===== src/rtl/pipe_ctrl_pkg.sv =====
// pipe_ctrl_pkg: controller state encoding and the F/D NOP opcode
package pipe_ctrl_pkg;
  typedef enum logic [2:0] {RUN, STALL, FLUSH, DRAIN, HALTED} state_t;
  localparam logic [15:0] NOP = 16'h1000;
endpackage


===== src/rtl/pipe_hazard_ctrl_sat_counter.sv =====
// sat_counter: W-bit counter, increments on inc, holds at all-ones, async active-high reset
module sat_counter #(
  parameter int W = 16
) (
  input  logic         clk,
  input  logic         rst,
  input  logic         inc,
  output logic [W-1:0] cnt
);
  logic [W-1:0] cnt_q, cnt_d;
  always_comb cnt_d = (inc && cnt_q != '1) ? cnt_q + W'(1) : cnt_q;
  always_ff @(posedge clk or posedge rst)
    if (rst) cnt_q <= '0;
    else cnt_q <= cnt_d;
  assign cnt = cnt_q;
endmodule


===== src/rtl/pipe_hazard_ctrl.sv =====
// pipe_hazard_ctrl: load-use stall, taken-branch squash, halt drain and perf counters for the 5-stage core
module pipe_hazard_ctrl
  import pipe_ctrl_pkg::*;
#(
  parameter int FLUSH_CYCLES = 2,
  parameter int DRAIN_MAX    = 8,
  parameter int CNT_W        = 16
) (
  input  logic             clk,
  input  logic             rst,
  input  logic             ex_mem_read,
  input  logic             ex_write_en,
  input  logic [2:0]       ex_write_reg,
  input  logic [2:0]       dec_rqrd,
  input  logic [2:0]       dec_rs,
  input  logic             dec_uses_rqrd,
  input  logic             dec_uses_rs,
  input  logic             dec_halt,
  input  logic             ex_taken,
  input  logic             wb_halt,
  output logic             pc_stall,
  output logic             fd_stall,
  output logic             fd_flush,
  output logic             de_bubble,
  output logic             halted,
  output logic             drain_err,
  output logic [CNT_W-1:0] stall_cnt,
  output logic [CNT_W-1:0] flush_cnt
);
  localparam int FCNT_W = $clog2(FLUSH_CYCLES + 1);
  localparam int DCNT_W = $clog2(DRAIN_MAX + 1);
  state_t state_q, state_d;
  logic [FCNT_W-1:0] fcnt_q, fcnt_d;
  logic [DCNT_W-1:0] dcnt_q, dcnt_d;
  logic drain_err_q, drain_err_d;
  logic luh, stall_inc, flush_inc;
  assign luh = ex_mem_read & ex_write_en &
               ((dec_uses_rqrd & (dec_rqrd == ex_write_reg)) | (dec_uses_rs & (dec_rs == ex_write_reg)));
  always_comb begin
    state_d     = state_q;
    fcnt_d      = fcnt_q;
    dcnt_d      = dcnt_q;
    drain_err_d = drain_err_q;
    pc_stall    = 1'b0;
    fd_stall    = 1'b0;
    fd_flush    = 1'b0;
    de_bubble   = 1'b0;
    stall_inc   = 1'b0;
    flush_inc   = 1'b0;
    if (state_q == HALTED) begin
      pc_stall = 1'b1;
      fd_stall = 1'b1;
    end else if (ex_taken) begin
      // a taken branch wins in every live state; the PC must load the target, so no pc_stall
      fd_flush  = 1'b1;
      de_bubble = 1'b1;
      flush_inc = 1'b1;
      fcnt_d    = FCNT_W'(FLUSH_CYCLES - 1);
      state_d   = (FLUSH_CYCLES > 1) ? FLUSH : RUN;
    end else begin
      case (state_q)
        RUN:
          if (luh) begin
            pc_stall  = 1'b1;
            fd_stall  = 1'b1;
            de_bubble = 1'b1;
            stall_inc = 1'b1;
            state_d   = STALL;
          end else if (dec_halt) begin
            pc_stall = 1'b1;
            fd_flush = 1'b1;
            dcnt_d   = '0;
            state_d  = DRAIN;
          end
        STALL: state_d = RUN;
        FLUSH: begin
          fd_flush = 1'b1;
          fcnt_d   = fcnt_q - FCNT_W'(1);
          state_d  = (fcnt_d == '0) ? RUN : FLUSH;
        end
        DRAIN: begin
          pc_stall = 1'b1;
          fd_flush = 1'b1;
          if (wb_halt) state_d = HALTED;
          else begin
            dcnt_d      = (dcnt_q == DCNT_W'(DRAIN_MAX)) ? dcnt_q : dcnt_q + DCNT_W'(1);
            drain_err_d = drain_err_q | (dcnt_d == DCNT_W'(DRAIN_MAX));
          end
        end
        default: state_d = RUN;
      endcase
    end
  end
  always_ff @(posedge clk or posedge rst)
    if (rst) begin
      state_q     <= RUN;
      fcnt_q      <= '0;
      dcnt_q      <= '0;
      drain_err_q <= 1'b0;
    end else begin
      state_q     <= state_d;
      fcnt_q      <= fcnt_d;
      dcnt_q      <= dcnt_d;
      drain_err_q <= drain_err_d;
    end
  assign halted    = (state_q == HALTED);
  assign drain_err = drain_err_q;
  sat_counter #(.W(CNT_W)) u_stall_cnt (.clk(clk), .rst(rst), .inc(stall_inc), .cnt(stall_cnt));
  sat_counter #(.W(CNT_W)) u_flush_cnt (.clk(clk), .rst(rst), .inc(flush_inc), .cnt(flush_cnt));
endmodule


===== config.mk =====
export PLATFORM = sky130hd
export DESIGN_NAME = pipe_hazard_ctrl
export DESIGN_NICKNAME = d
export VERILOG_FILES = /design/src/rtl/pipe_ctrl_pkg.sv /design/src/rtl/pipe_hazard_ctrl_sat_counter.sv /design/src/rtl/pipe_hazard_ctrl.sv
export SDC_FILE = /design/constraint.sdc
export NUM_CORES = 1
export LEC_CHECK = 0
export BUFFER_PORTS_ARGS = -buffer_cell sky130_fd_sc_hd__buf_4
export CAP_MARGIN = 20
export CORE_ASPECT_RATIO = 0.75
export CORE_MARGIN = 3
export CORE_UTILIZATION = 57
export DETAILED_ROUTE_END_ITERATION = 7
export PLACE_DENSITY = 0.84
export SLEW_MARGIN = 20
export SYNTH_ARGS = -nofsm -noshare
export SYNTH_HDL_FRONTEND = slang
export SYNTH_SLANG_ARGS = --single-unit

===== constraint.sdc =====
create_clock -name clk -period 5.5 [get_ports clk]
set_clock_uncertainty 0.2 [all_clocks]
set_input_delay 0.55 -clock clk [delete_from_list [all_inputs] [get_ports clk]]
set_output_delay 0.55 -clock clk [all_outputs]
set_load 0.005 [all_outputs]

==> results of run 1 <==
-- worst max path at each step --
stage | depth (start not counted) | endpoint | startpoint
after floorplan | 6 | pc_stall | ex_write_reg[0]
after global placement | 8 | pc_stall | ex_write_reg[1]
after detailed placement | 8 | pc_stall | ex_write_reg[1]
after CTS | 8 | pc_stall | ex_write_reg[2]
after global routing | 8 | pc_stall | ex_write_reg[2]
final | 8 | pc_stall | ex_write_reg[2]
-- state kept, by name, summed over array words and instances, names as in the netlist --
register         flops
fcnt_q               2
u_stall_cnt.cnt     16
u_flush_cnt.cnt     16
drain_err            1
state_q              3
dcnt_q               4
-- cell type report --
| type | instances | area (µm²) |
|---|---|---|
| sequential | 42 | 1050 |
| tap | 52 | 65.1 |
| clock buffer | 6 | 82.6 |
| inverter | 10 | 37.5 |
| multi-input combinational | 170 | 1170 |
| fill | 271 | 931 |
| clock inverter | 2 | 12.5 |
| timing repair buffer | 57 | 428 |
-- kinds of logic after synthesis --
kind of cell | Yosys count | share of synthesized area [%]
AND/OR/NAND/NOR | 98 | 23.9
buffers and inverters | 18 | 3.89
adder cells (fa/ha/maj) | 5 | 2.70
flip-flops | 42 | 45.4
multiplexers | 5 | 2.49
AO/OA/AOI/OAI | 29 | 9.14
XOR/XNOR | 33 | 12.5
-- power by group through the flow --
stage                     clock network [mW]  registers (mW)  logic (mW)
after global routing                   0.226           0.420       0.241
after floorplan                            0           0.398       0.142
after detailed placement                   0           0.417       0.213
after CTS                              0.210           0.411       0.215
final                                  0.207           0.412       0.213
after global placement                     0           0.413       0.205
-- worst register-to-register path: stages (launching register included) --
cell and delay, ns:
dfrtp_1 0.43, ha_1 0.22, and2_1 0.20, nor3b_2 0.20, a41oi_2 0.60, nand2_1 0.21, mux2_2 0.31
-- layer usage --
metal / up-vias / global-route usage, % / share of wire [%]
li1: 923 / - / -
met1: 901 / 30.6 / 46
met2: 56 / 33.4 / 47
met3: 9 / 4.68 / 5.6
met4: 0 / 9.80 / 1.7
met5: - / 0 / 0
-- cells in the final DEF, fill, tap and decap left out, types with 2 or more instances in the layout --
master,n
ha_1,5
a31oi_1,3
nand3_1,9
mux2_2,2
xnor2_1,27
nand2_1,18
clkbuf_8,6
and3_1,6
nand2b_1,2
and4_1,4
nor3b_1,2
dfrtp_1,42
xor2_1,6
a21oi_1,6
nor2_1,16
inv_1,10
nor3b_2,2
o21ai_0,7
nand4_1,16
and2_1,6
buf_4,57
nor3_1,4
mux2i_1,2
nor2b_1,4
==> results.toml, run 1 <==
[outcome]
status = "finished clean"

[cts]
worst_skew_pair.late_latency_ns = 0.30
cts-buffers-inserted = 5
cts_root_buf = "clkbuf_8"
ctsResizeCount = 0
hold_buffers = 0
cts_max_level = 2
cts_tree = "yes"
clkTransAtPathRegs_ns = 0.08
cts_buffer_depth = 2
cts.sinks = 42
post_cts_buffers = 0

[route]
drt-initial-drc-count = 98
drtAntennaViolNets = 0
wl_per_cell_um = 14.9
viasPerCell = 5.57
firstDrtPassIters = 4
drt-total-wl_mm = 5.05
dr_total_vias = 1889
drc = 0

[timing]
tightest_slew_ns = 0.671
setup_ws_ns = 2.68
finalCriticalPeriod_ns = 2.82
setup_viol = 0
relSlewSlack_pct = 55.3
rsz0062_at_grt = "no"
tns_ns = 0
whs_ns = 0.186
max_clock_freq_ghz = 0.354
slew_violations = 0
finalHoldViolCount = 0
finalCritPeriodShare_pct = 51.3

[critical_path]
cp_top_family = "buffers and inverters"
reg2reg_from = "u_stall_cnt.cnt[0]"
worstPathCellList = "buf_4, xnor2_1, nand4_1, a21oi_1, buf_4, nor2_1, o311ai_0, buf_4"
reg2reg_slack_ns = 3.03
cpMostUsedCell = "buf_4"
ff2ff_path_depth = 6
crit_path_max_fanout = 22
crit_slowest_cell = "o311ai_0"
worstSetupEndpointType = "output pin"
r2r-end = "u_stall_cnt.cnt[1]"
worst-path-buf-inv = 3
cp.required_ns = 4.75
crit_type = "in -> out"
start_kind = "input pin"
critPathArrivalTime_ns = 2.07
cpPeakStageDelay_ns = 0.38

[yosys]
yosys.area.top_type = "dfrtp_1"
synth-edff-count = 0
synth_cells = 230
synthTopCellsByArea = "dfrtp_1 (45%), xnor2_1 (10%), nand4_1 (4.3%), nand2_1 (2.9%), ha_1 (2.7%)"
synth_common_cells = "dfrtp_1 (42), xnor2_1 (27), nand2_1 (18)"
yosys.area.top_type_share_pct = 45.4
yosysUniqueCellTypes = 49
yosys.cell_count.top_type = "dfrtp_1"
synthesis.nets = 253
synth_area_um2 = 2310
syn_avg_cell_area_um2 = 10.1
async_reset_ff_share_pct = 100
ys_seq_area_share_pct = 45.4
synth_warnings = 0
ys_ff_latch = 42
synthFlopType = "dfrtp_1"

[cells_and_area]
num_antenna_cells = 0
fin_area_um2 = 2850
fin_cells = 339
utilization_pct = 75.4
synthToLayoutAreaGrowth_pct = 23.1
layout.nets = 309
drive_above_1_share_pct = 26.8

[pwr]
power.leakage_nw = 1.33
power_frac_clock_pct = 24.9
seqPwrFrac_pct = 49.5
swShare_pct = 32.1
irDropWorstVdd_mv = 0.242
p_sw_uw = 267
p_per_area_nw_per_um2 = 292
combPwrFrac_pct = 25.6
internal_power_uw = 565
power.total_uw = 832

[place]
io_buffer_count = 55
gp_congestion = 0.871
post_dp_cell_area_um2 = 2750
dp.cells = 331
dpl.hpwl_mm = 3.78
post-place-ws_ns = 2.70

[floorplanning]
io_pins = 56
rows = 19
start_util_pct = 61.2
die_w_um = 79.6
die_h_um = 61.2
die_area_um2 = 4870
core_area_um2 = 3780

[grt]
grt_usage_pct = 21.9
grt_pass1_vias = 1700
grt.overflow.total = 0
grt_pass1_wl_mm = 8.09
grt_max_degree = 43
antenna_found_initial = 0

[run]
max_cap_violations = 0

[hold_path]
hold_class = "in -> async"
Note: power is estimated with default switching activity, not from simulation.
==> inputs of run 2 (changes only) <==
ABC_AREA = 1   (was not set)
CORE_UTILIZATION = 55   (was 57)
PLACE_DENSITY = 0.8   (was 0.84)
clock period = 2.75 ns   (was 5.5 ns; I/O delays follow)
==> run 2 against run 1 <==
  * Final cell count grew 48%
  * Worst setup slack lost 2.2 ns
  * Synthesized cell count grew 67%
  * Combinational power grew to 4.9 times the previous value
  * Global-route usage grew 2.8 points
  * Synthesized area grew 22%
  * Via count grew 41%
  * Non-clock buffer count is the same
==> results.toml, run 2 <==
[outcome]
status = "finished clean"

[run]
max_cap_violations = 0

[timing]
relSlewSlack_pct = 63.8
tns_ns = 0
max_clock_freq_ghz = 0.435
setup_viol = 0
finalHoldViolCount = 0
finalCriticalPeriod_ns = 2.30
tightest_slew_ns = 0.543
rsz0062_at_grt = "no"
setup_ws_ns = 0.451
finalCritPeriodShare_pct = 83.6
slew_violations = 0

[cts]
worst_skew_pair.late_latency_ns = 0.30
cts_max_level = 2
hold_buffers = 1
post_cts_buffers = 0
cts.sinks = 42
cts_root_buf = "clkbuf_8"
clkTransAtPathRegs_ns = 0.09
cts_tree = "yes"
cts-buffers-inserted = 5
ctsResizeCount = 0
cts_buffer_depth = 2

[grt]
antenna_found_initial = 0
grt.overflow.total = 0
grt_usage_pct = 24.7
grt_max_degree = 43
grt_pass1_vias = 2438
grt_pass1_wl_mm = 11.4

[critical_path]
cpMostUsedCell = "nand3_1"
worstPathCellList = "ha_1, nand3_1, nor3_2, nand3_1, nand2_2, inv_1, nand2_1, xor2_1"
cpPeakStageDelay_ns = 0.47
start_kind = "flop"
crit_path_max_fanout = 13
reg2reg_slack_ns = 0.45
critPathArrivalTime_ns = 2.33
crit_type = "reg -> reg"
crit_slowest_cell = "dfrtp_1"
cp.required_ns = 2.78
worstSetupEndpointType = "flop"

[yosys]
ys_ff_latch = 42
yosysUniqueCellTypes = 28
synth_common_cells = "nand2_1 (113), inv_1 (58), dfrtp_1 (42)"
synth_warnings = 0
synthesis.nets = 406
yosys.area.top_type_share_pct = 37.3
synth_area_um2 = 2820
yosys.cell_count.top_type = "nand2_1"
synthTopCellsByArea = "dfrtp_1 (37%), nand2_1 (15%), inv_1 (7.7%), nand3_1 (6.2%), xor2_1 (5.9%)"
ys_seq_area_share_pct = 37.3
synth-edff-count = 0
async_reset_ff_share_pct = 100
synth_cells = 383
synthFlopType = "dfrtp_1"
yosys.area.top_type = "dfrtp_1"
syn_avg_cell_area_um2 = 7.36

[route]
drt-total-wl_mm = 7.11
drc = 0
firstDrtPassIters = 5
viasPerCell = 5.29
dr_total_vias = 2662
wl_per_cell_um = 14.1
drtAntennaViolNets = 0
drt-initial-drc-count = 205

[place]
gp_congestion = 0.964
post-place-ws_ns = 0.520
io_buffer_count = 55
dpl.hpwl_mm = 5.41

[pwr]
internal_power_mw = 1.48
irDropWorstVdd_mv = 0.538
p_sw_mw = 1.04
combPwrFrac_pct = 41.2
p_per_area_nw_per_um2 = 740
swShare_pct = 41.2
seqPwrFrac_pct = 39.1
power_frac_clock_pct = 19.7
power.leakage_nw = 1.85

[cells_and_area]
num_antenna_cells = 0
final_cell_mix = "nand2_1 (113), inv_1 (58), buf_4 (56)"
fillCellCount = 381
multi_input_area_um2 = 1530
regArea_um2 = 1050
synthToLayoutAreaGrowth_pct = 20.9
mostFrequentLayoutCell = "nand2_1"
drive_above_1_share_pct = 19.7
utilization_pct = 72.4
layout.nets = 468

[floorplanning]
io_pins = 56
start_util_pct = 59.9
core_area_um2 = 4700
die_w_um = 88.7
die_area_um2 = 6030
rows = 21
die_h_um = 68.0

[hold_path]
hold_class = "in -> reg"
## run 2: final timing paths
kind	start	to	cells past startpoint
min in group asynchronous	rst	u_flush_cnt.cnt[3]	4
max in group asynchronous	rst	u_stall_cnt.cnt[3]	4
hold / removal	ex_taken	u_stall_cnt.cnt[5]	4
setup / recovery	u_flush_cnt.cnt[0]	u_flush_cnt.cnt[11]	8
hold reg to reg	drain_err	drain_err	2
setup reg to reg	u_flush_cnt.cnt[0]	u_flush_cnt.cnt[11]	8
## run 2: metrics by stage
step / hold WS, ns / std cells / instance area [µm²] / total power [mW]
2_1_floorplan: 0.242 / 383 / 2820 / 1.60
3_3_place_gp: 0.252 / 494 / 3290 / 1.98
3_5_place_dp: 0.259 / 494 / 3290 / 2.01
4_1_cts: 0.111 / 503 / 3410 / 2.51
5_1_grt: 0.147 / 503 / 3410 / 2.70
6_report: 0.115 / 503 / 3410 / 2.52
## run 2: logic make-up (layout without fill, tap and decap cells)
group / count (synthesis) / in the layout / share of synthesized area [%]
XOR/XNOR: 24 / 24 / 7.46
adder cells (fa/ha/maj): 5 / 5 / 2.22
flip-flops: 42 / 42 / 37.3
buffers and inverters: 60 / 123 / 8.53
AO/OA/AOI/OAI: 25 / 25 / 6.22
AND/OR/NAND/NOR: 227 / 227 / 38.3
## run 2: cell type report
cell class | count | share of cell area [%]
repair buffers | 57 | 12.6
inverters | 58 | 6.39
well taps | 57 | 2.09
clock inverters | 3 | 1.18
multi-input cells | 281 | 44.8
flip-flops and latches | 42 | 30.9
clock buffers | 5 | 2.02
## run 2: power by group through the flow
stage	clock network, mW	logic (mW)	registers [mW]
5_1_grt	0.513	1.18	1.01
4_1_cts	0.496	1.04	0.977
2_1_floorplan	0	0.655	0.949
3_3_place_gp	0	0.998	0.980
6_report	0.496	1.04	0.985
3_5_place_dp	0	1.03	0.986
## run 2: layer usage
| layer | GRT usage (%) | up-vias | part of all wire, % |
|---|---|---|---|
| met4 | 7.74 | 0 | 1.6 |
| met3 | 4.93 | 13 | 7.0 |
| met1 | 36.0 | 1234 | 48 |
| li1 | - | 1330 | - |
| met2 | 36.9 | 85 | 44 |
| met5 | 0 | - | 0 |
## run 2: critical path, delay by kind of cell, from the launching register on
family / cells / cell delay [ns]
fa+ha+maj: 1 / 0.25
xor+xnor: 1 / 0.15
flops: 1 / 0.47
buf+inv: 1 / 0.28
simple gates: 5 / 0.88
